===== config.mk =====
export PLATFORM = sky130hd
export DESIGN_NAME = sram_controller
export DESIGN_NICKNAME = d
export VERILOG_FILES = /design/src/rtl/sram_controller_pkg.sv /design/src/rtl/sram_controller_wait.sv /design/src/rtl/sram_controller.sv
export SDC_FILE = /design/constraint.sdc
export NUM_CORES = 1
export LEC_CHECK = 0
export CAP_MARGIN = 10
export CORE_UTILIZATION = 25
export DETAILED_ROUTE_END_ITERATION = 16
export GPL_TIMING_DRIVEN = 0
export PLACE_DENSITY = 0.59
export SLEW_MARGIN = 20
export SYNTH_ARGS = -nofsm -noshare
export SYNTH_HDL_FRONTEND = slang
export SYNTH_SLANG_ARGS = --single-unit
export TNS_END_PERCENT = 100

===== constraint.sdc =====
create_clock -name clk -period 2.9 [get_ports clk]
set_input_delay 0.58 -clock clk [delete_from_list [all_inputs] [get_ports clk]]
set_output_delay 0.58 -clock clk [all_outputs]
set_load 0.01 [all_outputs]

===== src/rtl/sram_controller_pkg.sv =====
// Shared definitions for the SRAM memory stage: FSM encoding, the default
// SRAM base address and the wait-counter width.
package sram_controller_pkg;

  typedef enum logic [1:0] {
    IDLE = 2'd0,
    LOW  = 2'd1,
    HIGH = 2'd2,
    DONE = 2'd3
  } state_t;

  localparam logic [31:0] BASE_ADDR_DEFAULT = 32'd1024;
  localparam int unsigned CNT_W             = 4;

endpackage


===== src/rtl/sram_controller_wait.sv =====
// Cycle counter for SRAM access phases: synchronous clear, count enable,
// and a terminal-count flag when the count equals TERMINAL.
module wait_counter
  import sram_controller_pkg::*;
#(
  parameter logic [CNT_W-1:0] TERMINAL = CNT_W'(2)
) (
  input  logic clk_i,
  input  logic rst_i,
  input  logic clr_i,
  input  logic en_i,
  output logic tc_o
);

  logic [CNT_W-1:0] count_q, count_d;

  always_comb begin
    count_d = count_q;
    if (clr_i) begin
      count_d = '0;
    end else if (en_i) begin
      count_d = count_q + CNT_W'(1);
    end
  end

  always_ff @(posedge clk_i or posedge rst_i) begin
    if (rst_i) begin
      count_q <= '0;
    end else begin
      count_q <= count_d;
    end
  end

  assign tc_o = (count_q == TERMINAL);

endmodule


===== src/rtl/sram_controller.sv =====
// Memory-stage controller that splits each 32-bit pipeline access into two
// 16-bit SRAM half-word accesses (low then high) and stalls via ready.
module sram_controller
  import sram_controller_pkg::*;
#(
  parameter int unsigned ACCESS_CYCLES = 3,
  parameter logic [31:0] BASE_ADDR     = BASE_ADDR_DEFAULT
) (
  input  logic        clk,
  input  logic        rst,
  input  logic        rd_en,
  input  logic        wr_en,
  input  logic [31:0] address,
  input  logic [31:0] write_data,
  output logic [31:0] read_data,
  output logic        ready,
  output logic [17:0] sram_addr,
  output logic [15:0] sram_dq_out,
  input  logic [15:0] sram_dq_in,
  output logic        sram_dq_oe,
  output logic        sram_we_n
);

  state_t      state_q, state_d;
  logic [31:0] addr_q, addr_d;
  logic [31:0] wdata_q, wdata_d;
  logic [31:0] rdata_q, rdata_d;
  logic        is_write_q, is_write_d;

  logic        req;
  logic        in_access;
  logic        cnt_clr;
  logic        tc;
  logic [31:0] offset;
  logic [16:0] word_idx;
  logic        offset_unused;

  assign req       = rd_en | wr_en;
  assign in_access = (state_q == LOW) || (state_q == HIGH);
  // Counter sits at zero outside the access phases, so IDLE acceptance needs no explicit clear.
  assign cnt_clr   = !in_access || tc;

  wait_counter #(
    .TERMINAL(CNT_W'(ACCESS_CYCLES - 1))
  ) u_wait_counter (
    .clk_i (clk),
    .rst_i (rst),
    .clr_i (cnt_clr),
    .en_i  (in_access),
    .tc_o  (tc)
  );

  // Subtraction wraps modulo 2^32, so addresses below BASE_ADDR alias to the top of SRAM.
  assign offset        = addr_q - BASE_ADDR;
  assign word_idx      = offset[18:2];
  assign offset_unused = ^{offset[31:19], offset[1:0]};

  always_ff @(posedge clk or posedge rst) begin
    if (rst) begin
      state_q <= IDLE;
    end else begin
      state_q <= state_d;
    end
  end

  always_comb begin
    state_d = state_q;
    case (state_q)
      IDLE:    if (req) state_d = LOW;
      LOW:     if (tc)  state_d = HIGH;
      HIGH:    if (tc)  state_d = DONE;
      DONE:    state_d = IDLE;
      default: state_d = IDLE;
    endcase
  end

  always_comb begin
    ready       = 1'b0;
    sram_addr   = '0;
    sram_dq_out = '0;
    sram_dq_oe  = 1'b0;
    sram_we_n   = 1'b1;
    case (state_q)
      IDLE: ready = !req;
      LOW: begin
        sram_addr = {word_idx, 1'b0};
        if (is_write_q) begin
          sram_dq_out = wdata_q[15:0];
          sram_dq_oe  = 1'b1;
          sram_we_n   = 1'b0;
        end
      end
      HIGH: begin
        sram_addr = {word_idx, 1'b1};
        if (is_write_q) begin
          sram_dq_out = wdata_q[31:16];
          sram_dq_oe  = 1'b1;
          sram_we_n   = 1'b0;
        end
      end
      DONE:    ready = 1'b1;
      default: ready = 1'b0;
    endcase
  end

  always_comb begin
    addr_d     = addr_q;
    wdata_d    = wdata_q;
    is_write_d = is_write_q;
    rdata_d    = rdata_q;
    case (state_q)
      IDLE: begin
        if (req) begin
          addr_d     = address;
          wdata_d    = write_data;
          is_write_d = wr_en;
        end
      end
      LOW:     if (tc && !is_write_q) rdata_d[15:0]  = sram_dq_in;
      HIGH:    if (tc && !is_write_q) rdata_d[31:16] = sram_dq_in;
      default: ;
    endcase
  end

  always_ff @(posedge clk or posedge rst) begin
    if (rst) begin
      addr_q     <= '0;
      wdata_q    <= '0;
      rdata_q    <= '0;
      is_write_q <= 1'b0;
    end else begin
      addr_q     <= addr_d;
      wdata_q    <= wdata_d;
      rdata_q    <= rdata_d;
      is_write_q <= is_write_d;
    end
  end

  assign read_data = rdata_q;

endmodule


---- Yosys cells after proc, flatten, opt, wreduce, memory -nomap -nowiden ----
Index checks and enable logic that the tools add are counted.
word-level totals
  register bits ........................... 90
  input bits .............................. 84
cells by class
  add/subtract/negate cells ............... 2
  bitwise operators ....................... 1
  reductions and logical operators ........ 13
  eq/ne operators ......................... 7
  muxes and demuxes ....................... 15
operator list
  operator                number
  $pmux 18 s2             1
  $mux 16                 2
  $pmux 16 s2             1
  $sub 19x11->19 const B  1
  $mux 4                  2
  $pmux 2 s4              1
  $mux 2                  3
  $ne 2x2->1 const B      3
  $reduce_and 2->1        3
  $add 4x1->4 const B     1
  $eq 2x2->1 const B      2
  $eq 4x2->1 const B      1
  $mux 1                  4
  $logic_not 1->1         3
  $reduce_and 3->1        1
  $eq 2x1->1 const B      1
  $logic_not 2->1         1
  $logic_or 1x1->1        2
  $pmux 1 s2              1
  $reduce_bool 2->1       1
  $reduce_or 2->1         1
  $logic_and 1x1->1       1
  $or 1x1->1              1

---- Depth between registers and ports, before layout ----
Gate-level depths: netlist of run 1.
  word-level depth ........................ 5
  depth in mapped cells ................... 6
  mapped depth without buffers ............ 5

---- Modules after synthesis ----
Synthesis of run 1 repeated with hierarchy kept, for this count alone.
unflattened totals
  cells, all modules ...................... 295
  area, all modules ....................... 3878.7 um2
by module, submodules not included
  module           area an instance (um2)  instances  cells an instance
  sram_controller  3661.0                  1          275
  wait_counter     217.7                   1          20

---- Worst setup path after synthesis of run 1 ----
Ideal clock, no wire load.
  path type ............................... register -> output
  from .................................... register state_q[0]
  to ...................................... output sram_addr[14]
  buffers on the path ..................... 1
  path slack .............................. 0.604 ns
  data required time ...................... 2.320 ns
  data arrival time ....................... 1.716 ns
  stages on the path, launching flop included .. 7
  cells stage by stage .................... dfrtp_1 -> inv_1 -> ha_1 -> clkbuf_1 -> o21ai_1 -> or4_1 -> nand2_1
between the ends
  word-level cells in the longest chain between the ends .. 2
  elaborated cells on any way between the ends .. 3
ends and longest elaborated chain
  element                                          line                   source
  from (decl)                                      sram_controller.sv:24  state_t state_q, state_d;
  from (signal assigned)                           sram_controller.sv:62  state_q <= state_d;
  $eq 2x2->1 / $eq 2x1->1 (equally long branches)  sram_controller.sv:83  case (state_q)
  $pmux 18 s2 (*)                                  sram_controller.sv:83
  to (decl)                                        sram_controller.sv:17  output logic [17:0] sram_addr,
Mark *: on every way between the ends. The rest lies on a longest branch, timed or not.

---- Worst setup path in the final report of run 1 ----
  from .................................... register state_q[0]
  to ...................................... output sram_dq_out[13]
between the ends
  word-level cells in the longest chain between the ends .. 2
  elaborated cells on any way between the ends .. 3
ends and longest elaborated chain
  element                                          line                   source
  $eq 2x2->1 / $eq 2x1->1 (equally long branches)  sram_controller.sv:83
  $pmux 16 s2 (*)                                  sram_controller.sv:83
  to (decl)                                        sram_controller.sv:18  output logic [15:0] sram_dq_out,
Marks and branches as above.

==> metrics.csv, run 1 <==
stage,metric,value,unit
cts,CTS tree,done,
timing,Tightest Pin Transition,0.635,ns
detailed_routing,"antenna viol nets, final",0,
floorplanning,die area,0.0159,mm^2
finish,nets@finish,535,
yosys,"Top FF cell, synth",dfrtp_1,
floorplanning,Die Ht,126,um
power_and_ir_drop,leakage power,2.50,nW
flow_run,Max-Cap Viols,0,
finish,area grow syn2layout,53.9,%
timing,Clock Skew,0.00596,ns
global_route,largest net degree at the start of global routing,54,
global_route,"Remaining Overflow, GRT",0,
floorplanning,die width,126,um
placed_design,pre-CTS setup slack,-0.288,ns
power_and_ir_drop,P per Cell Area,1120,mW/mm^2
detailed_routing,DR vias/cell,4.46,
detailed_routing,routed len/inst,15.2,um
yosys,syn avg cell area,13.3,um^2
power_and_ir_drop,Logic pwr share,0.486,
placed_design,port buffer count,137,
power_and_ir_drop,Psw,2.18,mW
placed_design,DP HPWL,6900,um
finish,final non-filler cell total,636,
cts,Max Root-Sink Buffers,2,
yosys,post-synth cell types,31,
timing,unrepaired setup endpoints after global routing,false,
setup_path,Worst Setup End Kind,output pin,
floorplanning,Initial Utilization,0.255,
setup_path,Critical Path AT,2.21,ns
setup_path,Worst Path Required,2.32,ns
finish,layout cells sized above 1,0.288,
detailed_routing,WL final,9680,um
yosys,Synth warnings,0,
timing,Final Cycle Share,0.962,
timing,Setup WS post-layout,0.109,ns
yosys,Mapped Cells,291,
power_and_ir_drop,Worst IR Drop VDD,0.000395,V
yosys,"EDFF count, synth",0,
timing,"Setup violations, final",0,
status,outcome,"complete, no violations",
cts,clock latency on the worst-skew pair,0.34,ns
detailed_routing,initial DRC count,46,
placed_design,dpl cells,617,
power_and_ir_drop,Pint,4.47,mW
setup_path,crit path max fanout,10,
floorplanning,Placeable Area,0.0151,mm^2
cts,"CTS clk-pin slew, worst paths",0.06,ns
global_route,initial antenna violation count,0,
timing,Final Hold Viols,0,
cts,H-tree depth,3,
global_route,Total GRT Usage,0.128,
power_and_ir_drop,power share of the sequential group,0.332,
power_and_ir_drop,Net Sw Frac,0.328,
yosys,ys async rst share,1.00,
floorplanning,I/O pins,153,
floorplanning,Row Count,45,
finish,register area,0.00220,mm^2
finish,FILL cells,1424,
cts,CTS buffer count,9,
placed_design,Final Wtd Congestion,0.740,
yosys,Netlist Area Pre-Place,0.00386,mm^2
timing,Max Slew Vio Count,0,
power_and_ir_drop,Clk pwr share,0.183,
global_route,vias in the first global route,3053,
detailed_routing,Detailed Routing Iterations Pass 1,4,
yosys,Synth Register Bits,88,
worst_hold_path,Hold WC Path Type,flop to flop,
detailed_routing,# DRC,0,
cts,Root Buffer,clkbuf_16,
timing,relative slew slack,0.576,
finish,area of the multi-input gates,0.00163,mm^2
timing,minimum clock period,2.79,ns
timing,Max Clock Freq,358,MHz
yosys,sequential area share after synthesis,0.571,
setup_path,critical path type,flop to output pin,
cts,clock sinks,88,
finish,# diodes,0,
setup_path,Worst Setup Start Kind,flop,
global_route,first-pass GRT wire length,15600,um
detailed_routing,DR vias,2839,
yosys,Synthesized Nets,383,
==> per-stage QoR <==
step / power [mW] / utilization / area (um^2) / hold WS (ns) / setup TNS, ns
final: 6.66 / 0.392 / 5940 / 0.490 / 0
after global routing: 7.12 / 0.392 / 5940 / 0.519 / 0
after CTS: 6.74 / 0.390 / 5910 / 0.495 / 0
after detailed placement: 5.29 / 0.363 / 5490 / 0.485 / -3.80
after global placement: 5.19 / 0.361 / 5460 / 0.466 / -127.86
after floorplan: 3.83 / - / 3860 / 0.451 / 0
==> area by class of cell <==
class	count	share of cell area
flip-flops and latches	88	0.371
multi-input cells	182	0.275
repair buffers	142	0.240
clock buffers	12	0.0449
well taps	188	0.0396
plain buffers	12	0.0152
clock inverters	4	0.00864
inverters	8	0.00548
==> logic make-up after synthesis <==
kind of cell               Yosys count  synth area share
AOI/OAI and AO/OA                   29            0.0522
xor gates and xnor gates             5            0.0114
adders and majority gates            8            0.0260
buffers and inverters               21            0.0224
DFF                                 88             0.571
muxes                               82             0.239
and+or+nand+nor                     58            0.0775
==> worst paths after layout <==
check,start,to,slack (ns),cells after the start
min,u_wait_counter.count_q[0]$_DFFE_PP0P_,u_wait_counter.count_q[0]$_DFFE_PP0P_,0.49,1
max,state_q[0]$_DFFE_PP0P_,sram_dq_out[13],0.11,7
min reg2reg,u_wait_counter.count_q[0]$_DFFE_PP0P_,u_wait_counter.count_q[0]$_DFFE_PP0P_,0.49,1
max reg2reg,u_wait_counter.count_q[0]$_DFFE_PP0P_,read_data[21]$_DFFE_PP0P_,0.80,6
min in group asynchronous,rst,read_data[24]$_DFFE_PP0P_,0.62,2
max in group asynchronous,rst,wdata_q[20]$_DFFE_PP0P_,1.65,3
==> placed cells by master (no fill, tap or decap), types with 2 or more instances in the layout <==
cell / n
or4_1: 3
buf_4: 7
dfrtp_1: 88
clkbuf_2: 2
inv_2: 2
clkbuf_8: 6
xnor2_1: 5
dlygate4sd2_1: 2
nand2_2: 2
ha_4: 3
or2_2: 2
clkdlybuf4s50_1: 129
clkbuf_1: 5
a22oi_1: 16
or3_2: 2
inv_1: 5
and2_1: 9
nor3b_1: 2
dlymetal6s2s_1: 4
mux2_2: 82
ha_1: 5
clkbuf_16: 9
o31ai_1: 2
a21oi_1: 4
nand2_1: 5
nor2_1: 26
==> sequential cells by signal, indices dropped and copies added (netlist names) <==
| register | count |
|---|---|
| read_data | 32 |
| state_q | 2 |
| is_write_q | 1 |
| u_wait_counter.count_q | 4 |
| addr_q | 17 |
| wdata_q | 32 |
==> per-layer routing <==
layer / vias up / wire length, um / track usage
met2: 76 / 4810 / 0.213
met3: 15 / 408 / 0.0306
met1: 1425 / 4270 / 0.155
met5: - / 0 / 0
met4: 0 / 184 / 0.0602
li1: 1323 / - / -
==> worst max-delay path: stages (launching register included) <==
cell             delay [ns]
dfrtp_1                0.39
inv_2                  0.13
ha_4                   0.18
clkbuf_8               0.18
buf_4                  0.20
a22oi_1                0.10
nor2_1                 0.13
clkdlybuf4s50_1        0.55
==> synth_stat cells, types with 2 or more instances <==
cell	n	share of area
mux2_2	82	0.24
and2_1	9	0.015
or4_1	3	0.0058
o21ai_1	2	0.0026
nor2_1	26	0.025
nand2_2	2	0.0032
o31ai_1	2	0.0039
nand2_1	6	0.0058
a22oi_1	16	0.031
or2_2	2	0.0032
buf_4	2	0.0039
a21oi_1	4	0.0052
xnor2_1	5	0.011
inv_1	8	0.0078
ha_1	8	0.026
nor3b_1	2	0.0039
clkbuf_1	10	0.0097
or3_2	2	0.0039
dfrtp_1	88	0.57
==> power by group through the flow <==
stage	logic [mW]	clock network [mW]	registers, mW
finish	3.23	1.22	2.21
global route	3.51	1.32	2.30
CTS	3.26	1.27	2.21
detailed placement	3.06	0	2.23
global placement	3.00	0	2.20
floorplan	1.57	0	2.26
==> what timing repair did <==
action                                  CTS  global route
hold buffers                              0             0
setup buffers                             4             0
resized for setup                        28            11
pin swaps                                 1             0
endpoints found under the setup margin   35            15
(Power assumes the default switching activity.)
==> run 2: changes to the inputs <==
--- a/config.mk
+++ b/config.mk
@@ -8,10 +8,10 @@
 export CAP_MARGIN = 10
 export CORE_UTILIZATION = 25
 export DETAILED_ROUTE_END_ITERATION = 16
-export GPL_TIMING_DRIVEN = 0
+export GPL_TIMING_DRIVEN = 1
 export PLACE_DENSITY = 0.59
 export SLEW_MARGIN = 20
 export SYNTH_ARGS = -nofsm -noshare
 export SYNTH_HDL_FRONTEND = slang
 export SYNTH_SLANG_ARGS = --single-unit
-export TNS_END_PERCENT = 100
+export TNS_END_PERCENT = 50
==> run 2 against run 1 <==
  * Wire length down 4.7%
  * First-iteration DRC count rose by 41%
  * Non-clock buffer count decreased by 7
  * Sequential share of layout area up 0.38 points
  * Core utilization down 0.40 points
  * Clock skew barely moved
  * Cell count down 1.1%
  * Hold slack got worse by 0.0022 ns
  * Total power fell by 2.5%
  * Combinational power shrank 6%
  * Register-to-register slack improved by 0.02 ns
  * Largest cell class unchanged
==> metrics.csv, run 2 (same netlist as run 1, synthesis figures left out) <==
stage,metric,value,unit
cts,Post-CTS Hold Buffers,0,
timing,Max Slew Vio Count,0,
setup_path,crit path max fanout,6,
cts,CTS buffer count,9,
cts,CTS tree,done,
floorplanning,Die Ht,126,um
detailed_routing,initial DRC count,65,
flow_run,Max-Cap Viols,0,
global_route,Total GRT Usage,0.122,
power_and_ir_drop,power share of the sequential group,0.339,
cts,Max Root-Sink Buffers,2,
timing,Clock Skew,0.00566,ns
setup_path,Worst Setup Start Kind,flop,
finish,"commonest non-fill, non-tap cell in the layout",clkdlybuf4s50_1,
setup_path,Worst Path Required,2.32,ns
placed_design,port buffer count,137,
global_route,initial antenna violation count,0,
power_and_ir_drop,P per Cell Area,1100,mW/mm^2
power_and_ir_drop,Clk pwr share,0.191,
setup_path,CP max stage cell,or4_4,
setup_path,critical path type,flop to output pin,
power_and_ir_drop,Worst IR Drop VDD,0.000335,V
floorplanning,Placeable Area,0.0151,mm^2
detailed_routing,"antenna viol nets, final",0,
floorplanning,Initial Utilization,0.255,
setup_path,"critical path, cell by cell","or4_4, or4_1, a21oi_1, clkdlybuf4s15_1",
global_route,"Remaining Overflow, GRT",0,
detailed_routing,Detailed Routing Iterations Pass 1,4,
finish,# diodes,0,
placed_design,Final Wtd Congestion,0.739,
placed_design,pre-CTS setup slack,0.0806,ns
timing,Hold WS,0.488,ns
detailed_routing,routed len/inst,14.7,um
setup_path,Critical Path AT,2.19,ns
detailed_routing,# DRC,0,
power_and_ir_drop,Net Sw Frac,0.323,
finish,"commonest cells after routing, fill and taps aside","117 x clkdlybuf4s50_1, 88 x dfrtp_1, 82 x mux2_2",
setup_path,Crit path largest cell delay,0.56,ns
timing,"Setup violations, final",0,
floorplanning,I/O pins,153,
detailed_routing,DR vias,2755,
timing,minimum clock period,2.77,ns
global_route,first-pass GRT wire length,14800,um
finish,area of the multi-input gates,0.00159,mm^2
setup_path,Worst Setup End Kind,output pin,
floorplanning,die width,126,um
timing,relative slew slack,0.607,
cts,clock latency on the worst-skew pair,0.34,ns
global_route,largest net degree at the start of global routing,64,
timing,Max Clock Freq,361,MHz
status,outcome,"complete, no violations",
finish,register area,0.00220,mm^2
cts,clock sinks,88,
finish,nets@finish,528,
timing,Setup WS post-layout,0.134,ns
cts,Root Buffer,clkbuf_16,
cts,"CTS clk-pin slew, worst paths",0.06,ns
detailed_routing,DR vias/cell,4.38,
floorplanning,die area,0.0159,mm^2
timing,setup tns final,0,ns
floorplanning,Row Count,45,
power_and_ir_drop,Psw,2.10,mW
worst_hold_path,Hold WC Path Type,flop to flop,
global_route,vias in the first global route,2930,
placed_design,DP HPWL,6410,um
detailed_routing,WL final,9220,um
finish,layout cells sized above 1,0.274,
timing,Final Cycle Share,0.954,
timing,Final Hold Viols,0,
power_and_ir_drop,Pint,4.39,mW
finish,FILL cells,1453,
cts,H-tree depth,3,
finish,area grow syn2layout,52.4,%
power_and_ir_drop,Logic pwr share,0.470,
power_and_ir_drop,leakage power,2.69,nW
timing,Tightest Pin Transition,0.581,ns
run 2: through the flow:
stage / utilization / power, mW / area, um^2 / cells
6_report: 0.388 / 6.49 / 5880 / 629
5_1_grt: 0.388 / 6.96 / 5880 / 629
4_1_cts: 0.384 / 6.60 / 5820 / 629
3_5_place_dp: 0.363 / 5.32 / 5500 / 612
3_3_place_gp: 0.363 / 5.24 / 5500 / 612
2_1_floorplan: - / 3.83 / 3860 / 291
run 2: power by group through the flow:
| stage | registers [mW] | clock network (mW) | logic, mW |
|---|---|---|---|
| finish | 2.20 | 1.24 | 3.05 |
| global route | 2.29 | 1.35 | 3.33 |
| CTS | 2.20 | 1.29 | 3.11 |
| detailed placement | 2.23 | 0 | 3.09 |
| global placement | 2.19 | 0 | 3.04 |
| floorplan | 2.26 | 0 | 1.57 |
run 2: layout make-up:
type | instances | share of cell area
Clock buffer | 9 | 0.0383
Clock inverter | 7 | 0.0162
Inverter | 8 | 0.00532
Multi-Input combinational cell | 182 | 0.271
Sequential cell | 88 | 0.375
Tap cell | 188 | 0.0400
Timing Repair Buffer | 147 | 0.254
run 2: worst paths after layout:
| check | startpoint | endpoint | slack, ns | cells after the start |
|---|---|---|---|---|
| max | addr_q[13]$_DFFE_PP0P_ | sram_addr[17] | 0.13 | 4 |
| min | u_wait_counter.count_q[0]$_DFFE_PP0P_ | u_wait_counter.count_q[0]$_DFFE_PP0P_ | 0.49 | 1 |
| max reg2reg | u_wait_counter.count_q[0]$_DFFE_PP0P_ | read_data[6]$_DFFE_PP0P_ | 0.82 | 5 |
| min reg2reg | u_wait_counter.count_q[0]$_DFFE_PP0P_ | u_wait_counter.count_q[0]$_DFFE_PP0P_ | 0.49 | 1 |
| max in group asynchronous | rst | read_data[26]$_DFFE_PP0P_ | 1.63 | 3 |
| min in group asynchronous | rst | read_data[8]$_DFFE_PP0P_ | 0.57 | 2 |
run 2: layer usage:
layer / global-route usage / vias up / part of all wire
met2: 0.202 / 71 / 0.50
li1: - / 1313 / -
met4: 0.0602 / 0 / 0.015
met5: 0 / - / 0
met1: 0.144 / 1362 / 0.43
met3: 0.0374 / 9 / 0.052
run 2: timing repair:
action	in CTS	in global routing
setup endpoints to repair	5	27
buffers inserted	1	0
resized for setup	5	22
pin swaps	0	0
run 2: critical path: cells and delay by family (launching register included):
family	cells	cell delay, ns
buf+inv	1	0.24
flops	1	0.42
simple gates	2	1.04
compound gates	1	0.15
